`src/rtl/dino_pkg.sv`:
```
// Shared definitions for the dino runner player block: state encoding,
// coordinate widths used by the renderer and collision unit, and a width helper.
package dino_pkg;

  // Player FSM state encoding (3-bit, legacy-compatible constants)
  typedef logic [2:0] dino_state_t;

  localparam dino_state_t ST_STOP = 3'd0;
  localparam dino_state_t ST_RUN  = 3'd1;
  localparam dino_state_t ST_JUMP = 3'd2;
  localparam dino_state_t ST_DUCK = 3'd3;
  localparam dino_state_t ST_DIE  = 3'd4;

  // Screen coordinate widths shared with the renderer and collision unit
  localparam int DINO_X_W = 10;
  localparam int DINO_Y_W = 9;

  // Counter width for n values, never below one bit
  function automatic int dino_frame_w(input int n);
    if (n > 1) begin
      return $clog2(n);
    end else begin
      return 1;
    end
  endfunction

endpackage

```
`src/rtl/dino_player_if.sv`:
```
// Player controller bundle: game controls in, sprite position/status out.
interface dino_player_if
  import dino_pkg::*;
#(
  parameter int X_W  = DINO_X_W,
  parameter int Y_W  = DINO_Y_W,
  parameter int AF_W = 1
);
  logic            tick;
  logic            start;
  logic            up;
  logic            down;
  logic            kill;
  logic [X_W-1:0]  x;
  logic [Y_W-1:0]  y;
  logic [2:0]      state;
  logic [AF_W-1:0] anim_frame;
  logic            airborne;
  logic            landed;
  logic            anim_wrap;   // one-clk pulse when the sprite frame advances

  modport master (
    output tick, start, up, down, kill,
    input  x, y, state, anim_frame, airborne, landed, anim_wrap
  );

  modport slave (
    input  tick, start, up, down, kill,
    output x, y, state, anim_frame, airborne, landed, anim_wrap
  );
endinterface

```
`src/rtl/dino_anim_counter.sv`:
```
// Sprite animation counter: a tick divider feeding a wrapping frame index.
// wrap_o pulses together with each frame advance.
module dino_anim_counter
  import dino_pkg::*;
#(
  parameter int ANIM_FRAMES = 2,
  parameter int ANIM_DIV    = 8,
  localparam int AF_W = dino_frame_w(ANIM_FRAMES),
  localparam int DW   = dino_frame_w(ANIM_DIV)
) (
  input  logic            clk,
  input  logic            rst,
  input  logic            en_i,
  input  logic            clr_i,
  output logic [AF_W-1:0] frame_o,
  output logic            wrap_o
);

  localparam logic [DW-1:0]   DIV_LAST   = DW'(ANIM_DIV - 1);
  localparam logic [AF_W-1:0] FRAME_LAST = AF_W'(ANIM_FRAMES - 1);

  logic [DW-1:0]   div_q, div_d;
  logic [AF_W-1:0] frame_q, frame_d;
  logic            wrap_q, wrap_d;

  // Next divider/frame: clear wins, otherwise count enabled ticks
  always_comb begin
    div_d   = div_q;
    frame_d = frame_q;
    wrap_d  = 1'b0;
    if (clr_i) begin
      div_d   = '0;
      frame_d = '0;
    end else if (en_i) begin
      if (div_q == DIV_LAST) begin
        div_d  = '0;
        wrap_d = 1'b1;
        if (frame_q == FRAME_LAST) begin
          frame_d = '0;
        end else begin
          frame_d = frame_q + AF_W'(1);
        end
      end else begin
        div_d = div_q + DW'(1);
      end
    end else begin
      div_d   = div_q;
      frame_d = frame_q;
    end
  end

  // Counter registers with synchronous reset
  always_ff @(posedge clk) begin
    if (rst) begin
      div_q   <= '0;
      frame_q <= '0;
      wrap_q  <= 1'b0;
    end else begin
      div_q   <= div_d;
      frame_q <= frame_d;
      wrap_q  <= wrap_d;
    end
  end

  assign frame_o = frame_q;
  assign wrap_o  = wrap_q;

endmodule

```
`src/rtl/dino_player.sv`:
```
// Dino runner player controller: stop/run/jump/duck/die FSM, gravity jump
// physics and sprite animation. Physics/animation advance on the frame tick.
// Build option DINO_VAR_JUMP_EN: releasing up mid-rise cuts the jump short.
module dino_player
  import dino_pkg::*;
#(
  parameter int X_W         = DINO_X_W,
  parameter int Y_W         = DINO_Y_W,
  parameter int V_W         = 6,
  parameter int INIT_X      = 50,
  parameter int GROUND_Y    = 400,
  parameter int JUMP_V      = 12,
  parameter int GRAVITY     = 1,
  parameter int FASTFALL_G  = 3,
  parameter int ANIM_FRAMES = 2,
  parameter int ANIM_DIV    = 8
) (
  input  logic         clk,
  input  logic         rst,
  dino_player_if.slave bus
);

  localparam int AF_W = dino_frame_w(ANIM_FRAMES);
  localparam int PW   = Y_W + 2;   // signed position arithmetic
  localparam int GW   = V_W + 3;   // velocity update with room below the floor

  localparam logic signed [V_W-1:0] VY_JUMP  = V_W'(JUMP_V);
  localparam logic signed [V_W-1:0] VY_MIN   = {1'b1, {(V_W-1){1'b0}}};
  localparam logic signed [V_W-1:0] VY_ZERO  = '0;
  localparam logic signed [PW-1:0]  GROUND_S = PW'(GROUND_Y);
  localparam logic [Y_W-1:0]        GROUND_U = Y_W'(GROUND_Y);
  localparam logic signed [GW-1:0]  G_SLOW   = GW'(GRAVITY);
  localparam logic signed [GW-1:0]  G_FAST   = GW'(FASTFALL_G);
`ifdef DINO_VAR_JUMP_EN
  localparam logic signed [V_W-1:0] VY_HALF  = V_W'(JUMP_V / 2);
`endif

  dino_state_t            state_q, state_d;
  logic [Y_W-1:0]         y_q, y_d;
  logic signed [V_W-1:0]  vy_q, vy_d;
  logic                   landed_q, landed_d;
  logic                   airborne_q, airborne_d;

  logic                   up_only_s, down_only_s;
  logic signed [V_W-1:0]  vy_use_s, vy_next_s;
  logic signed [PW-1:0]   y_new_s;
  logic signed [GW-1:0]   vy_wide_s;
  logic [Y_W-1:0]         y_step_s;
  logic                   touchdown_s;
  logic                   anim_en_s, anim_clr_s, anim_wrap_s;
  logic [AF_W-1:0]        anim_frame_s;

  // Button decode: both pressed together means no input
  always_comb begin
    up_only_s   = bus.up & ~bus.down;
    down_only_s = bus.down & ~bus.up;
  end

  // One tick of jump physics: position step, gravity, floor clamp, touchdown
  always_comb begin
    vy_use_s = vy_q;
`ifdef DINO_VAR_JUMP_EN
    if (!bus.up && (vy_q > VY_HALF)) begin
      vy_use_s = VY_HALF;
    end else begin
      vy_use_s = vy_q;
    end
`endif
    y_new_s = signed'(PW'(y_q)) - PW'(vy_use_s);
    if (bus.down) begin
      vy_wide_s = GW'(vy_use_s) - G_FAST;
    end else begin
      vy_wide_s = GW'(vy_use_s) - G_SLOW;
    end
    if (vy_wide_s < GW'(VY_MIN)) begin
      vy_next_s = VY_MIN;
    end else begin
      vy_next_s = V_W'(vy_wide_s);
    end
    if (y_new_s[PW-1]) begin
      y_step_s = '0;
    end else begin
      y_step_s = y_new_s[Y_W-1:0];
    end
    touchdown_s = (vy_use_s <= VY_ZERO) && (y_new_s >= GROUND_S);
  end

  // Player FSM and physics next-state
  always_comb begin
    state_d  = state_q;
    y_d      = y_q;
    vy_d     = vy_q;
    landed_d = 1'b0;
    case (state_q)
      ST_STOP: begin
        if (bus.start) begin
          state_d = ST_RUN;
          y_d     = GROUND_U;
          vy_d    = VY_ZERO;
        end else begin
          state_d = ST_STOP;
        end
      end
      ST_RUN: begin
        if (bus.kill) begin
          state_d = ST_DIE;
        end else if (up_only_s) begin
          state_d = ST_JUMP;
          vy_d    = VY_JUMP;
        end else if (down_only_s) begin
          state_d = ST_DUCK;
        end else begin
          state_d = ST_RUN;
        end
      end
      ST_DUCK: begin
        if (bus.kill) begin
          state_d = ST_DIE;
        end else if (up_only_s) begin
          state_d = ST_JUMP;
          vy_d    = VY_JUMP;
        end else if (!down_only_s) begin
          state_d = ST_RUN;
        end else begin
          state_d = ST_DUCK;
        end
      end
      ST_JUMP: begin
        if (bus.kill) begin
          state_d = ST_DIE;
        end else if (bus.tick) begin
          if (touchdown_s) begin
            y_d      = GROUND_U;
            vy_d     = VY_ZERO;
            landed_d = 1'b1;
            state_d  = down_only_s ? ST_DUCK : ST_RUN;
          end else begin
            y_d  = y_step_s;
            vy_d = vy_next_s;
          end
        end else begin
          state_d = ST_JUMP;
        end
      end
      ST_DIE: begin
        if (bus.start) begin
          state_d = ST_RUN;
          y_d     = GROUND_U;
          vy_d    = VY_ZERO;
        end else begin
          state_d = ST_DIE;
        end
      end
      default: begin
        state_d = ST_STOP;
        y_d     = GROUND_U;
        vy_d    = VY_ZERO;
      end
    endcase
    airborne_d = (state_d == ST_JUMP);
  end

  // Animation runs on ticks in RUN/DUCK; cleared in STOP and on restart
  always_comb begin
    anim_en_s  = bus.tick & ((state_q == ST_RUN) | (state_q == ST_DUCK));
    anim_clr_s = (state_q == ST_STOP) | ((state_q == ST_DIE) & bus.start);
  end

  // Player state registers with synchronous reset
  always_ff @(posedge clk) begin
    if (rst) begin
      state_q    <= ST_STOP;
      y_q        <= GROUND_U;
      vy_q       <= VY_ZERO;
      landed_q   <= 1'b0;
      airborne_q <= 1'b0;
    end else begin
      state_q    <= state_d;
      y_q        <= y_d;
      vy_q       <= vy_d;
      landed_q   <= landed_d;
      airborne_q <= airborne_d;
    end
  end

  dino_anim_counter #(
    .ANIM_FRAMES (ANIM_FRAMES),
    .ANIM_DIV    (ANIM_DIV)
  ) u_anim (
    .clk     (clk),
    .rst     (rst),
    .en_i    (anim_en_s),
    .clr_i   (anim_clr_s),
    .frame_o (anim_frame_s),
    .wrap_o  (anim_wrap_s)
  );

  assign bus.x          = X_W'(INIT_X);
  assign bus.y          = y_q;
  assign bus.state      = state_q;
  assign bus.anim_frame = anim_frame_s;
  assign bus.airborne   = airborne_q;
  assign bus.landed     = landed_q;
  assign bus.anim_wrap  = anim_wrap_s;

endmodule

```
`src/flat_wrapper.sv`:
```
// flat-port wrapper written by rule: the top's interface ports become plain ports
module dino_player_flat import dino_pkg::*;
#(
  parameter int X_W         = DINO_X_W,
  parameter int Y_W         = DINO_Y_W,
  parameter int V_W         = 6,
  parameter int INIT_X      = 50,
  parameter int GROUND_Y    = 400,
  parameter int JUMP_V      = 12,
  parameter int GRAVITY     = 1,
  parameter int FASTFALL_G  = 3,
  parameter int ANIM_FRAMES = 2,
  parameter int ANIM_DIV    = 8
)
  (clk, rst, bus_tick, bus_start, bus_up, bus_down, bus_kill, bus_x, bus_y, bus_state, bus_anim_frame, bus_airborne, bus_landed, bus_anim_wrap);
  dino_player_if #(.X_W(X_W), .Y_W(Y_W)) bus_i ();
  input  logic clk;
  input  logic rst;
  input wire logic [$bits(bus_i.tick)-1:0] bus_tick;
  input wire logic [$bits(bus_i.start)-1:0] bus_start;
  input wire logic [$bits(bus_i.up)-1:0] bus_up;
  input wire logic [$bits(bus_i.down)-1:0] bus_down;
  input wire logic [$bits(bus_i.kill)-1:0] bus_kill;
  output wire logic [$bits(bus_i.x)-1:0] bus_x;
  output wire logic [$bits(bus_i.y)-1:0] bus_y;
  output wire logic [$bits(bus_i.state)-1:0] bus_state;
  output wire logic [$bits(bus_i.anim_frame)-1:0] bus_anim_frame;
  output wire logic [$bits(bus_i.airborne)-1:0] bus_airborne;
  output wire logic [$bits(bus_i.landed)-1:0] bus_landed;
  output wire logic [$bits(bus_i.anim_wrap)-1:0] bus_anim_wrap;
  assign bus_i.tick = bus_tick;
  assign bus_i.start = bus_start;
  assign bus_i.up = bus_up;
  assign bus_i.down = bus_down;
  assign bus_i.kill = bus_kill;
  assign bus_x = bus_i.x;
  assign bus_y = bus_i.y;
  assign bus_state = bus_i.state;
  assign bus_anim_frame = bus_i.anim_frame;
  assign bus_airborne = bus_i.airborne;
  assign bus_landed = bus_i.landed;
  assign bus_anim_wrap = bus_i.anim_wrap;
  dino_player #(.X_W(X_W), .Y_W(Y_W), .V_W(V_W), .INIT_X(INIT_X), .GROUND_Y(GROUND_Y), .JUMP_V(JUMP_V), .GRAVITY(GRAVITY), .FASTFALL_G(FASTFALL_G), .ANIM_FRAMES(ANIM_FRAMES), .ANIM_DIV(ANIM_DIV)) u_core (.clk(clk), .rst(rst), .bus(bus_i));
endmodule
```
`config.mk`:
```
export PLATFORM = sky130hd
export DESIGN_NAME = dino_player_flat
export DESIGN_NICKNAME = d
export VERILOG_FILES = /design/src/rtl/dino_pkg.sv /design/src/rtl/dino_player_if.sv /design/src/rtl/dino_anim_counter.sv /design/src/rtl/dino_player.sv /design/src/flat_wrapper.sv
export SDC_FILE = /design/constraint.sdc
export NUM_CORES = 1
export LEC_CHECK = 0
export ABC_AREA = 1
export CAP_MARGIN = 20
export CORE_ASPECT_RATIO = 0.5
export CORE_MARGIN = 2
export CORE_UTILIZATION = 53
export CTS_CLUSTER_DIAMETER = 60
export DETAILED_ROUTE_END_ITERATION = 12
export GPL_ROUTABILITY_DRIVEN = 0
export PLACE_DENSITY = 0.86
export SKIP_LAST_GASP = 1
export SLEW_MARGIN = 20
export SYNTH_ARGS = -nofsm -noshare
export SYNTH_HDL_FRONTEND = slang
export SYNTH_SLANG_ARGS = --single-unit
```
`constraint.sdc`:
```
create_clock -name clk -period 3.05 [get_ports clk]
set_clock_uncertainty 0.05 [all_clocks]
set_input_delay 0.7625 -clock clk [delete_from_list [all_inputs] [get_ports clk]]
set_output_delay 0.7625 -clock clk [all_outputs]
set_load 0.01 [all_outputs]
```
# Word level (Yosys, flattened, before mapping)
# Index checks and enable logic that the tools add are counted.
dict set report totals {
  reg_bits 25
  in_bits 7
  out_inout_bits 26
  word_cells 77
}
dict set report classes {
  addsub 5
  order_cmp 3
  eq_ne 11
  n_mux 28
  n_bitwise 12
  n_reduce_logical 10
}
# operator n
set op_table {}
lappend op_table {{9-bit 2-to-1 mux} 6}
lappend op_table {{6-bit 2-to-1 mux} 7}
lappend op_table {{9-bit one-hot mux with 3 select lines} 1}
lappend op_table {{3-bit 2-to-1 mux} 7}
lappend op_table {{6-bit one-hot mux with 3 select lines} 1}
lappend op_table {{3-bit one-hot mux with 4 select lines} 1}
lappend op_table {{11-bit by 10-bit greater-or-equal comparator with 1-bit output (second input constant)} 1}
lappend op_table {{10-bit by 6-bit subtractor with 11-bit output} 1}
lappend op_table {{3-bit by 2-bit == test with 1-bit output (second input constant)} 3}
lappend op_table {{9-bit by 6-bit less-than comparator with 1-bit output (second input constant)} 1}
lappend op_table {{6-bit by 2-bit subtractor with 7-bit output (second input constant)} 1}
lappend op_table {{6-bit by 3-bit subtractor with 7-bit output (second input constant)} 1}
lappend op_table {{3-bit == test (second input constant)} 2}
lappend op_table {{6-bit by 1-bit <= comparator with 1-bit output (second input constant)} 1}
lappend op_table {{2-bit != test (second input constant)} 3}
lappend op_table {{1-bit NOT} 6}
lappend op_table {{2-bit OR reduction} 3}
lappend op_table {{5-bit AND reduction} 1}
lappend op_table {{1-bit AND} 4}
lappend op_table {{1-bit 2-to-1 mux} 4}
lappend op_table {{2-bit by 1-bit != test with 1-bit output (second input constant)} 2}
lappend op_table {{4-bit AND reduction} 1}
lappend op_table {{4-bit OR reduction} 1}
lappend op_table {{3-bit by 1-bit adder with 3-bit output (second input constant)} 1}
lappend op_table {{8 further kinds} 9}

# Logic depth before layout (Yosys ltp)
dict set report logic_depth {
  ltp_word 8
  mapped_depth 20
  mapped_depth_nobuf 20
}

# Hierarchy
# Synthesis repeated with hierarchy kept, for this count alone.
dict set report hier_totals {
  cells_unflattened 296
  hier_area_um2 1985.7
}
# mod instances cells_per_inst area_each_um2 seq_area_each_um2
set modules_own_cells {}
lappend modules_own_cells {dino_player 1 265 1755.4 400.4}
lappend modules_own_cells {dino_anim_counter 1 31 230.2 100.1}

# Worst setup path before layout
# No wires, ideal clock.
dict set report synth_timing {
  path_type {input port to flip-flop}
  start {input bus_down}
  end {register u_core.vy_q[1]}
  setup_ns 0.067
  t_arrival_ns 2.099
  required_time_ns 2.933
  path_slack_ns 0.834
  cell_stages 9
  path_buffers 0
  path_cell_list {inv_1 ha_1 a211o_1 nor2_1 inv_1 o21ai_0 nand3_2 or2_1 a21oi_2}
}
dict set report synth_between {
  elab_chain_len 7
  word_cells_on_any_way 11
  cone_classes {1 x order compare; 1 x eq/ne; 6 x mux; 2 x bitwise; 1 x reduce/logical}
}
# element line_no
set synth_rtl {}
lappend synth_rtl {{start, declared} flat_wrapper.sv:22} ;# input wire logic [$bits(bus_i.down)-1:0] bus_down;
lappend synth_rtl {{9-bit 2-to-1 mux} dino_player.sv:70} ;# if (bus.down) begin
lappend synth_rtl {{9-bit by 6-bit less-than comparator with 1-bit output} dino_player.sv:75} ;# if (vy_wide_s < GW'(VY_MIN)) begin
lappend synth_rtl {{6-bit 2-to-1 mux} dino_player.sv:75}
lappend synth_rtl {{6-bit 2-to-1 mux} dino_player.sv:132} ;# if (touchdown_s) begin
lappend synth_rtl {{6-bit 2-to-1 mux} dino_player.sv:131} ;# end else if (bus.tick) begin
lappend synth_rtl {{6-bit 2-to-1 mux} dino_player.sv:129} ;# if (bus.kill) begin
lappend synth_rtl {{6-bit one-hot mux with 3 select lines} dino_player.sv:94} ;# case (state_q)
lappend synth_rtl {{end signal, assigned} dino_player.sv:180} ;# vy_q <= vy_d;
lappend synth_rtl {{end, declared} dino_player.sv:40} ;# logic signed [V_W-1:0] vy_q, vy_d;
# Several ways; a longest one is shown, not always the timed one. The select of a mux whose other input is x is not followed.
# A chain may end at the register's enable or synchronous reset.

# Final worst setup path
# Ends and elaborated chain as after synthesis.

==> metrics.yaml <==
overflow: 0
placed_area_um2: 2130
outcome: "finished, final reports clean"
synth_area_um2: 1890
postSynthCellCount: 279
drc: 0
antenna_found_initial: 0
fin_area_um2: 2180
ant_nets: 0
io_buffers: 22
die-area_um2: 4090
ys_ff_latch: 25
setup_viol_count_final: 0
path_max_fanout: 3
wl_per_cell_um: 12.0
initial_core_util_pct: 55.1
cts_made_buffers: 3
max_freq_mhz: 374
drv_cap: 0
path_class: "in2reg"
drtIter0Drc: 119
worstPathRequired_ps: 3210
yosysUniqueCellTypes: 36
core_area_um2: 3430
grt_max_degree: 19
placementRows: 15
drtPass1Iterations: 5
dp.cells: 349
grt_pass1_wl_um: 6860
slew_viol_final: 0
hold_ws_ps: 426
ctsHoldBuffers: 0
vias: 1792
grt_use_total_pct: 21.7
synthTopCellsByArea: "dfxtp_1 (26%), nand2_1 (13%), ha_1 (9.9%), inv_1 (9.7%), nor2_1 (4.6%)"
final.setup.tns_ps: 0
drt-total-wl_um: 4250
cts.clk_slew.worst_paths_ps: 90
clk_latency_ps: 270
die_x_um: 88.5
hold_viol: 0
fin_crit_sh_pct: 87.7
avgSynthCellArea_um2: 6.78
grt_setup_unrepaired: "no"
yosysSeqAreaShare_pct: 26.5
powerDensity_nw_per_um2: 348
ios: 33
area_growth_pct: 15.0
leakagePower_nw: 1.01
die_h_um: 46.2
cp-end-kind: "flop"
fin_nets: 327
diodes: 0
grt_pass1_vias: 1586
drive_gt1_share_pct: 7.95
min_period_ps: 2670
postCtsSetupRepairBufs: 0
yosysWarnings: 0
clockBufferDepth: 2
place_hpwl_um: 3330
total_power_mw: 0.756
cp.arrival_ps: 2830
ir_drop_mv: 0.252
cts-resized-gates: 0
synth_top_area_cell: "dfxtp_1"
yosysTopAreaCellShare_pct: 26.5
clock-sinks: 25
cts_root_buf: "clkbuf_8"
vias_per_cell: 5.08
cts_tree: "built"
cts.htree.levels: 1
layout.cells.non_filler: 353
cp-start-kind: "primary input"
hp-class: "reg2reg"
==> per-stage QoR <==
step | worst slack, ps | util, %
2_1_floorplan | 834 | -
3_3_place_gp | 206 | 62.0
3_5_place_dp | 140 | 62.0
4_1_cts | 400 | 63.4
5_1_grt | 207 | 63.4
6_report | 376 | 63.4
==> critical path, stage by stage <==
cell and delay, ps:
clkdlybuf4s50_1 530, inv_1 100, ha_1 300, a211o_1 320
nor2_1 100, inv_1 60, o21ai_0 200, nand3_2 120
or2_1 230, a21oi_2 110
==> state kept, by name, indices dropped and copies added, names as in the netlist <==
signal	flops
u_core.bus.landed	1
u_core.bus.state	3
u_core.bus.airborne	1
u_core.u_anim.div_q	3
u_core.u_anim.wrap_o	1
u_core.vy_q	6
u_core.u_anim.frame_o	1
u_core.bus.y	9
==> layout make-up <==
| cell class | count | area (um^2) |
|---|---|---|
| sequential | 25 | 500 |
| tap | 51 | 63.8 |
| fill | 310 | 1260 |
| multi-input combinational | 200 | 1150 |
| clock buffer | 4 | 45.0 |
| timing repair buffer | 23 | 228 |
| inverter | 50 | 188 |
==> cells in the final DEF, fill, tap and decap left out, types with 2 or more instances in the layout <==
cell type	Yosys	final
ha_1	15	15
nand3_2	4	4
conb_1	2	10
clkdlybuf4s50_1	0	22
o22ai_1	6	6
nor2_4	3	3
fa_1	2	2
a21oi_1	13	13
inv_1	49	49
xnor2_1	2	2
or2_2	2	2
dfxtp_1	25	25
clkbuf_8	0	3
a31oi_1	3	3
o21bai_1	2	2
nand3_1	12	12
o21ai_1	2	2
nor2_1	23	23
nand2_2	6	6
nand2_1	68	68
o21a_1	3	3
o21ai_0	5	5
nor3_1	2	2
xor2_1	4	4
nand4_1	3	3
==> cells in the mapped netlist, drive strengths merged <==
cell type,number
a31oi,3
nor3,3
nor2,26
fa,2
buf,10
o41ai,1
nand3,16
nand4,3
nand2,75
xor2,4
conb,2
ha,15
inv,50
o21bai,2
o22ai,6
clkbuf,2
a211o,1
xnor2,2
a211oi,1
nand3b,1
a21oi,14
o211ai,1
or2,4
dfxtp,25
o21ai,7
o21a,3
==> metal layers <==
metal / vias up / GRT usage (%) / share of wire (%)
met3: 4 / 4.12 / 6.3
li1: 909 / - / -
met5: - / 0 / 0
met4: 0 / 3.94 / 0.47
met1: 813 / 28.9 / 47
met2: 66 / 37.7 / 47
==> power breakdown <==
| group | internal [mW] | total, mW | leakage (nW) | switching (mW) |
|---|---|---|---|---|
| Sequential | 0.333 | 0.341 | 0.202 | 0.00822 |
| Combinational | 0.0760 | 0.217 | 0.787 | 0.141 |
| Clock | 0.0935 | 0.198 | 0.0228 | 0.105 |
| Total | 0.502 | 0.756 | 1.01 | 0.254 |
==> worst paths after layout <==
check / from / endpoint / slack [ps] / cells after the start
worst max-delay path: bus_down / u_core.vy_q[1]$_SDFFE_PP0P_ / 380 / 10
worst max register to register: u_core.vy_q[5]$_SDFFE_PP0P_ / u_core.bus.airborne$_SDFF_PP0_ / 520 / 15
worst min register to register: u_core.u_anim.div_q[1]$_SDFFE_PP0P_ / u_core.u_anim.div_q[1]$_SDFFE_PP0P_ / 430 / 2
worst min-delay path: u_core.u_anim.div_q[1]$_SDFFE_PP0P_ / u_core.u_anim.div_q[1]$_SDFFE_PP0P_ / 430 / 2
==> logic make-up (layout without fill, tap and decap cells) <==
| family | after synthesis | after routing | synth area share (%) |
|---|---|---|---|
| DFF | 25 | 25 | 26.5 |
| adders and majority gates | 17 | 17 | 12.0 |
| and+or+nand+nor | 128 | 128 | 31.6 |
| xor gates and xnor gates | 6 | 6 | 2.78 |
| buffers and inverters | 62 | 77 | 14.3 |
| other | 2 | 10 | 0.397 |
| AOI/OAI and AO/OA | 39 | 39 | 12.4 |
(Power assumes the default switching activity.)
